===== src/rtl/fft_output.sv =====
// Reader end of the FFT result RAM: drains N points two words per cycle into a
// 2-deep output FIFO with valid/ready backpressure. Define FFT_OUT_BITREV_EN to
// read a bit-reversed RAM in natural order.
module fft_output #(
    parameter int N             = 32,
    parameter int word_size     = 16,
    parameter int address_width = $clog2(N)
) (
    input  logic                       clk,
    input  logic                       reset_n,
    input  logic                       en,
    input  logic                       start,
    output logic                       rd_en,
    output logic [address_width-1:0]   rd_addr1,
    output logic [address_width-1:0]   rd_addr2,
    input  logic [2*word_size-1:0]     rd_data1,
    input  logic [2*word_size-1:0]     rd_data2,
    output logic [2*word_size-1:0]     out1,
    output logic [2*word_size-1:0]     out2,
    output logic                       out_valid,
    input  logic                       out_ready,
    output logic                       busy,
    output logic                       done
);

    // state | meaning
    // IDLE  | waiting for start, FIFO empty
    // READ  | issuing pair reads k = 0..N/2-1 as FIFO space allows
    // DRAIN | all reads issued, emptying FIFO and in-flight read

    localparam int PAIRS = N / 2;
    localparam int KW    = address_width - 1;
    localparam int DW    = 2 * word_size;

    typedef enum logic [1:0] {
        IDLE  = 2'd0,
        READ  = 2'd1,
        DRAIN = 2'd2
    } state_t;

    state_t                   state_q;
    state_t                   state_d;
    logic [KW-1:0]            k_q;
    logic                     inflight_q;
    logic [1:0]               count_q;
    logic [DW-1:0]            tail1_q;
    logic [DW-1:0]            tail2_q;
    logic                     pop;
    logic                     push;
    logic                     last_issue;
    logic                     drain_exit;
    logic [2:0]               occupancy;
    logic [address_width-1:0] idx1;
    logic [address_width-1:0] idx2;

    assign out_valid  = (count_q != 2'd0);
    assign pop        = out_valid & out_ready & en;
    assign push       = inflight_q;
    // slots claimed after this cycle's pop; a new read only if one stays free
    assign occupancy  = {1'b0, count_q} + {2'b00, inflight_q} - {2'b00, pop};
    assign rd_en      = (state_q == READ) && en && (occupancy < 3'd2);
    assign last_issue = rd_en && (k_q == KW'(PAIRS - 1));
    assign drain_exit = (state_q == DRAIN) && en && (count_q == 2'd0) && !inflight_q;
    assign busy       = (state_q != IDLE);

    assign idx1 = {k_q, 1'b0};
    assign idx2 = {k_q, 1'b1};

`ifdef FFT_OUT_BITREV_EN
    function automatic logic [address_width-1:0] bit_reverse(input logic [address_width-1:0] v);
        logic [address_width-1:0] r;
        for (int i = 0; i < address_width; i++) begin
            r[i] = v[address_width-1-i];
        end
        return r;
    endfunction

    assign rd_addr1 = bit_reverse(idx1);
    assign rd_addr2 = bit_reverse(idx2);
`else
    assign rd_addr1 = idx1;
    assign rd_addr2 = idx2;
`endif

    always_comb begin
        state_d = state_q;
        unique case (state_q)
            IDLE:    if (start && en) state_d = READ;
            READ:    if (last_issue)  state_d = DRAIN;
            DRAIN:   if (drain_exit)  state_d = IDLE;
            default: state_d = IDLE;
        endcase
    end

    always_ff @(posedge clk or negedge reset_n) begin
        if (!reset_n) begin
            state_q    <= IDLE;
            k_q        <= '0;
            inflight_q <= 1'b0;
            count_q    <= 2'd0;
            out1       <= '0;
            out2       <= '0;
            tail1_q    <= '0;
            tail2_q    <= '0;
            done       <= 1'b0;
        end else begin
            state_q    <= state_d;
            done       <= drain_exit;
            // RAM latency cannot be stalled, so the landing is not gated by en
            inflight_q <= rd_en;

            if (last_issue) begin
                k_q <= '0;
            end else if (rd_en) begin
                k_q <= k_q + KW'(1);
            end

            // out1/out2 are the FIFO head; tail holds the second entry
            case ({push, pop})
                2'b10: begin
                    if (count_q == 2'd0) begin
                        out1 <= rd_data1;
                        out2 <= rd_data2;
                    end else begin
                        tail1_q <= rd_data1;
                        tail2_q <= rd_data2;
                    end
                    count_q <= count_q + 2'd1;
                end
                2'b01: begin
                    out1    <= tail1_q;
                    out2    <= tail2_q;
                    count_q <= count_q - 2'd1;
                end
                2'b11: begin
                    if (count_q == 2'd1) begin
                        out1 <= rd_data1;
                        out2 <= rd_data2;
                    end else begin
                        out1    <= tail1_q;
                        out2    <= tail2_q;
                        tail1_q <= rd_data1;
                        tail2_q <= rd_data2;
                    end
                end
                default: ;
            endcase
        end
    end

endmodule


===== config.mk =====
export PLATFORM = sky130hd
export DESIGN_NAME = fft_output
export DESIGN_NICKNAME = d
export VERILOG_FILES = /design/src/rtl/fft_output.sv
export SDC_FILE = /design/constraint.sdc
export NUM_CORES = 1
export LEC_CHECK = 0
export BUFFER_PORTS_ARGS = -buffer_cell sky130_fd_sc_hd__buf_2
export CAP_MARGIN = 10
export CORE_MARGIN = 1.5
export CORE_UTILIZATION = 55
export CTS_BUF_LIST = sky130_fd_sc_hd__clkbuf_2 sky130_fd_sc_hd__clkbuf_4 sky130_fd_sc_hd__clkbuf_8
export CTS_CLUSTER_SIZE = 8
export DETAILED_ROUTE_END_ITERATION = 8
export MAX_ROUTING_LAYER = met4
export PLACE_DENSITY_LB_ADDON = 0.12
export SYNTH_ARGS = -nofsm -noshare
export SYNTH_HDL_FRONTEND = slang
export SYNTH_SLANG_ARGS = --single-unit

===== constraint.sdc =====
create_clock -name clk -period 3.3 [get_ports clk]
set_clock_uncertainty 0.05 [all_clocks]
set_input_delay 0.66 -clock clk [delete_from_list [all_inputs] [get_ports clk]]
set_output_delay 0.66 -clock clk [all_outputs]
set_load 0.02 [all_outputs]

# Yosys cells after proc, flatten, opt, wreduce, memory -nomap -nowiden
# Cells that the tools add are included.
# totals
input_bits,69
ff_bits,138
elab_cells,68
out_inout_bits,78
# op_classes
n_lt_le_gt_ge,1
eq_ne,13
addsub,5
n_mux,19
reduce_logical,19
n_bitwise,2
# ops
op,count
2-to-1 mux 32 bit,8
case mux 32 bit (3 select lines),2
case mux 32 bit (2 select lines),2
!= test 2 bit (second input constant),6
nonzero test 2 bit,5
2-to-1 mux 4 bit,2
logical AND 1 bit,7
equality test 2 x 1 -> 1 bit (second input constant),3
equality test 2 bit (second input constant),3
2-to-1 mux 2 bit,3
case mux 2 bit (3 select lines),1
AND reduction 3 bit,2
adder 4 x 1 -> 4 bit (second input constant),1
equality test 4 bit (second input constant),1
logical NOT 2 bit,2
case mux 2 bit (2 select lines),1
adder 2 x 1 -> 3 bit,1
less-than comparator 3 x 2 -> 1 bit (second input constant),1
nonzero test 3 bit,1
subtractor 3 x 1 -> 3 bit,1
adder 2 x 1 -> 2 bit (second input constant),1
bitwise AND 1 bit,2
AND reduction 2 bit,1
subtractor 2 x 1 -> 2 bit (second input constant),1
logical NOT 1 bit,1

# Longest topological paths before layout
# depth
depth_word,9
ltp_mapped,11

# Least setup slack after synthesis
# No wires, ideal clock.
# synth_timing
path_type,reg2out
start,reg count_q[1]
end,out rd_en
arrival_time_ns,2.550
path_slack_ns,0.040
stages_incl_launch_ff,10
n_path_buf,0
t_required_ns,2.590
cell_sequence,dfrtp_1 inv_1 ha_1 inv_1 and3_1 ha_1 nand2b_1 fa_1 nand4b_1 nor2_1
# synth_between
elab_chain_len,6
# synth_lines
element,line_no,text
start: declaration,45,logic [1:0] count_q;
start signal: assignment,128,count_q <= count_q + 2'd1;
start signal: assignment,133,count_q <= count_q - 2'd1;
nonzero test 2 bit,56,assign out_valid = (count_q != 2'd0);
via out_valid,20,"output logic out_valid,"
bitwise AND 1 bit (2 in series),57,assign pop = out_valid & out_ready & en;
subtractor 3 x 1 -> 3 bit,60,"assign occupancy = {1'b0, count_q} + {2'b00, inflight_q} - {2'b00, pop};"
less-than comparator 3 x 2 -> 1 bit,61,assign rd_en = (state_q == READ) && en && (occupancy < 3'd2);
logical AND 1 bit,61,
end: declaration,13,"output logic rd_en,"
# The timed path passes the listed nets, and every way through them passes these cells.

# Worst setup path in the final report
# layout_timing
start,reg count_q[0]
end,out rd_en
# layout_between
elab_chain_len,6
# layout_lines
element,line_no
nonzero test 2 bit,56
bitwise AND 1 bit (2 in series),57
subtractor 3 x 1 -> 3 bit *,60
less-than comparator 3 x 2 -> 1 bit *,61
logical AND 1 bit *,61
# Mark *: on every way between the ends. The rest lies on a longest branch, timed or not.

==> flow_summary.json <==
{
  "io_pins": 147,
  "via_per_inst": 6.145,
  "ant_nets": 0,
  "worst-path-max-fanout": 2,
  "tightestPinTransition_ns": 0.7323,
  "wirelength_mm": 16.06,
  "grt_pass1_wl_mm": 25.21,
  "cts_root_buf": "clkbuf_8",
  "switching_share": 0.3894,
  "die_h_um": 109.0,
  "cts_buffers": 17,
  "holdCritPathClass": "input pin to async pin",
  "fin_area_um2": 7620,
  "p_switching_w": 0.003077,
  "firstDrtPassIters": 5,
  "coreArea_um2": 10890,
  "area_growth_pct": 23.40,
  "peakVddDrop_mv": 0.5239,
  "ys_warn_count": 0,
  "final-max-slew-violation-count": 0,
  "multi_input_area_um2": 2527,
  "start_util": 0.5671,
  "setup_viol": 1,
  "critPathKind": "register to output pin",
  "vias": 5254,
  "yosysSeqAreaShare": 0.5593,
  "gp_congestion": 0.8389,
  "max_freq_ghz": 0.3010,
  "totalPowerFinal_w": 0.007903,
  "drive_gt1_frac": 0.3235,
  "period_share": 1.007,
  "cp.arrival_ns": 2.61,
  "period_needed_ns": 3.323,
  "syn-cell-area_um2": 6175,
  "cts.path.max_buffers": 2,
  "critPathLaunchType": "register",
  "rsz0062_at_grt": "true",
  "synth_fp_nets": 647,
  "cts_tree": "done",
  "insertion_delay_ns": 0.45,
  "r2r-start": "count_q[0]",
  "seqCellArea_um2": 3453,
  "cts_hold_buf": 0,
  "combPwrFrac": 0.427,
  "fin_ws_ns": -0.02257,
  "pwr-share-seq": 0.378,
  "hpwlAfterDp_mm": 9.481,
  "die_w_um": 109.0,
  "htree_levels": 4,
  "tns_ns": -0.02257,
  "wl_per_cell_um": 18.78,
  "synth_edf_count": 0,
  "grt_max_degree": 74,
  "ys_ff_latch": 138,
  "antenna_found_initial": 0,
  "drt_iter0_markers": 335,
  "synth_flop_cell": "dfrtp_1",
  "ff2ff_setup_slack_ns": 0.07,
  "p_leak_nw": 3.282,
  "drc_errors": 0,
  "clk_pin_slew_ns": 0.08,
  "grt_overflow": 0,
  "worst_ep_required_time_ns": 2.59,
  "place_area_um2": 7005,
  "violations": "negative setup slack",
  "maxCapViolations": 0,
  "numPortBuffers": 144,
  "power.internal_w": 0.004826,
  "hold_slack_ns": 0.1306,
  "clockPowerShare": 0.194,
  "grt_pass1_vias": 5147,
  "async_flop_share": 1.000,
  "synthCells": 570,
  "row_count": 38,
  "clock-sinks": 138,
  "yosysUniqueCellTypes": 31,
  "final_nets": 778,
  "nFillCells": 834,
  "slew_headroom": 0.5118,
  "syn_area_per_cell_um2": 10.83,
  "outcome": "finished, violations left",
  "r2r.worst_path.cells": 15,
  "r2r_end": "k_q[3]",
  "grtUsageTotal": 0.2898,
  "p_per_area_nw_per_um2": 1037,
  "final_hold_viol_count": 0,
  "cp-end-kind": "output pin",
  "die-area_um2": 11870
}
-- worst max-delay path by stage --
stage / startpoint / endpoint / slack, ns / cells after the start
final: count_q[0] / rd_en / -0.02 / 10
after floorplan: count_q[1] / rd_en / 0.04 / 9
after global routing: count_q[0] / rd_en / -0.12 / 10
after global placement: out_ready / rd_en / 0.19 / 8
after detailed placement: count_q[1] / rd_en / 0.08 / 10
after CTS: count_q[1] / rd_en / 0.003 / 10
-- per-stage QoR --
stage	util	cells	worst slack, ns
2_1_floorplan	-	570	0.04011
3_3_place_gp	0.6434	809	0.1919
3_5_place_dp	0.6434	809	0.08036
4_1_cts	0.6949	851	0.002705
5_1_grt	0.6996	854	-0.1211
6_report	0.6998	855	-0.02257
-- Yosys cell counts, drive strengths merged (2+ instances only) --
master	number	share of area
and3	2	0.0020
conb	2	0.0012
nor2	4	0.0024
nand2b	4	0.0041
inv	6	0.0036
buf	14	0.014
and2	2	0.0020
clkbuf	46	0.028
nand2	3	0.0018
a31oi	64	0.065
ha	7	0.014
xnor2	3	0.0043
dfrtp	138	0.56
mux2	66	0.12
o21ai	130	0.11
a21oi	67	0.056
-- repair_timing --
action	CTS	global route
resized for setup	10	7
endpoints found under the setup margin	1	2
endpoints found under the hold margin	0	0
pin swaps	3	4
buffers inserted	10	3
-- state kept, by name (all words and copies together), names as in the netlist --
register / flops
state_q: 2
tail2_q: 32
out2: 32
count_q: 2
out1: 32
tail1_q: 32
done: 1
k_q: 4
inflight_q: 1
-- worst max-delay path, cell delays in order (launching register included) --
cell	delay [ns]
dfrtp_1	0.39
inv_2	0.09
ha_4	0.15
inv_2	0.04
and3_4	0.18
ha_4	0.22
nand2b_4	0.14
fa_1	0.48
nand4b_1	0.16
nor2_2	0.18
buf_6	0.13
-- cell type report --
class,instances,area share
Clock buffer,24,0.04007
Antenna cell,1,0.0003284
Timing Repair Buffer,172,0.1304
Tap cell,140,0.02299
Sequential cell,138,0.4532
Inverter,6,0.002956
Clock inverter,8,0.01839
Multi-Input combinational cell,366,0.3317
-- layer usage --
metal | GRT usage | vias to the layer above | wire (µm)
met2 | 0.4705 | 215 | 8065
met4 | 0.1241 | 0 | 394
met3 | 0.06695 | 35 | 1106
met5 | - | - | 0
met1 | 0.3476 | 2642 | 6490
li1 | - | 2362 | -
-- cell usage in the layout, fill, tap and decap left out, types with 3 or more instances in the layout --
| cell | instances |
|---|---|
| a21oi_1 | 66 |
| clkbuf_8 | 20 |
| o21ai_0 | 129 |
| nand2_1 | 3 |
| dfrtp_1 | 138 |
| clkinv_2 | 4 |
| mux2_1 | 60 |
| buf_12 | 4 |
| xnor2_1 | 3 |
| mux2_2 | 6 |
| a31oi_1 | 64 |
| clkbuf_4 | 4 |
| inv_1 | 3 |
| inv_2 | 3 |
| buf_4 | 24 |
| bufinv_16 | 4 |
| buf_2 | 142 |
| ha_1 | 4 |
-- power by group through the flow --
stage / clock network (W) / registers [W] / logic [W]
after CTS: 0.00156 / 0.00298 / 0.00330
final: 0.00153 / 0.00299 / 0.00338
after global routing: 0.00163 / 0.00308 / 0.00369
after detailed placement: 0 / 0.00301 / 0.00317
after floorplan: 0 / 0.00344 / 0.00165
after global placement: 0 / 0.00295 / 0.00307
-- logic make-up after synthesis --
logic type / after synthesis / share of synthesized area
XOR/XNOR: 4 / 0.005675
AND/OR/NAND/NOR: 22 / 0.02006
multiplexers: 66 / 0.1204
adder cells (fa/ha/maj): 8 / 0.01743
buffers and inverters: 66 / 0.04539
other: 2 / 0.001216
flip-flops: 138 / 0.5593
AO/OA/AOI/OAI: 264 / 0.2306
No activity file was read; power rests on OpenSTA's default activity.
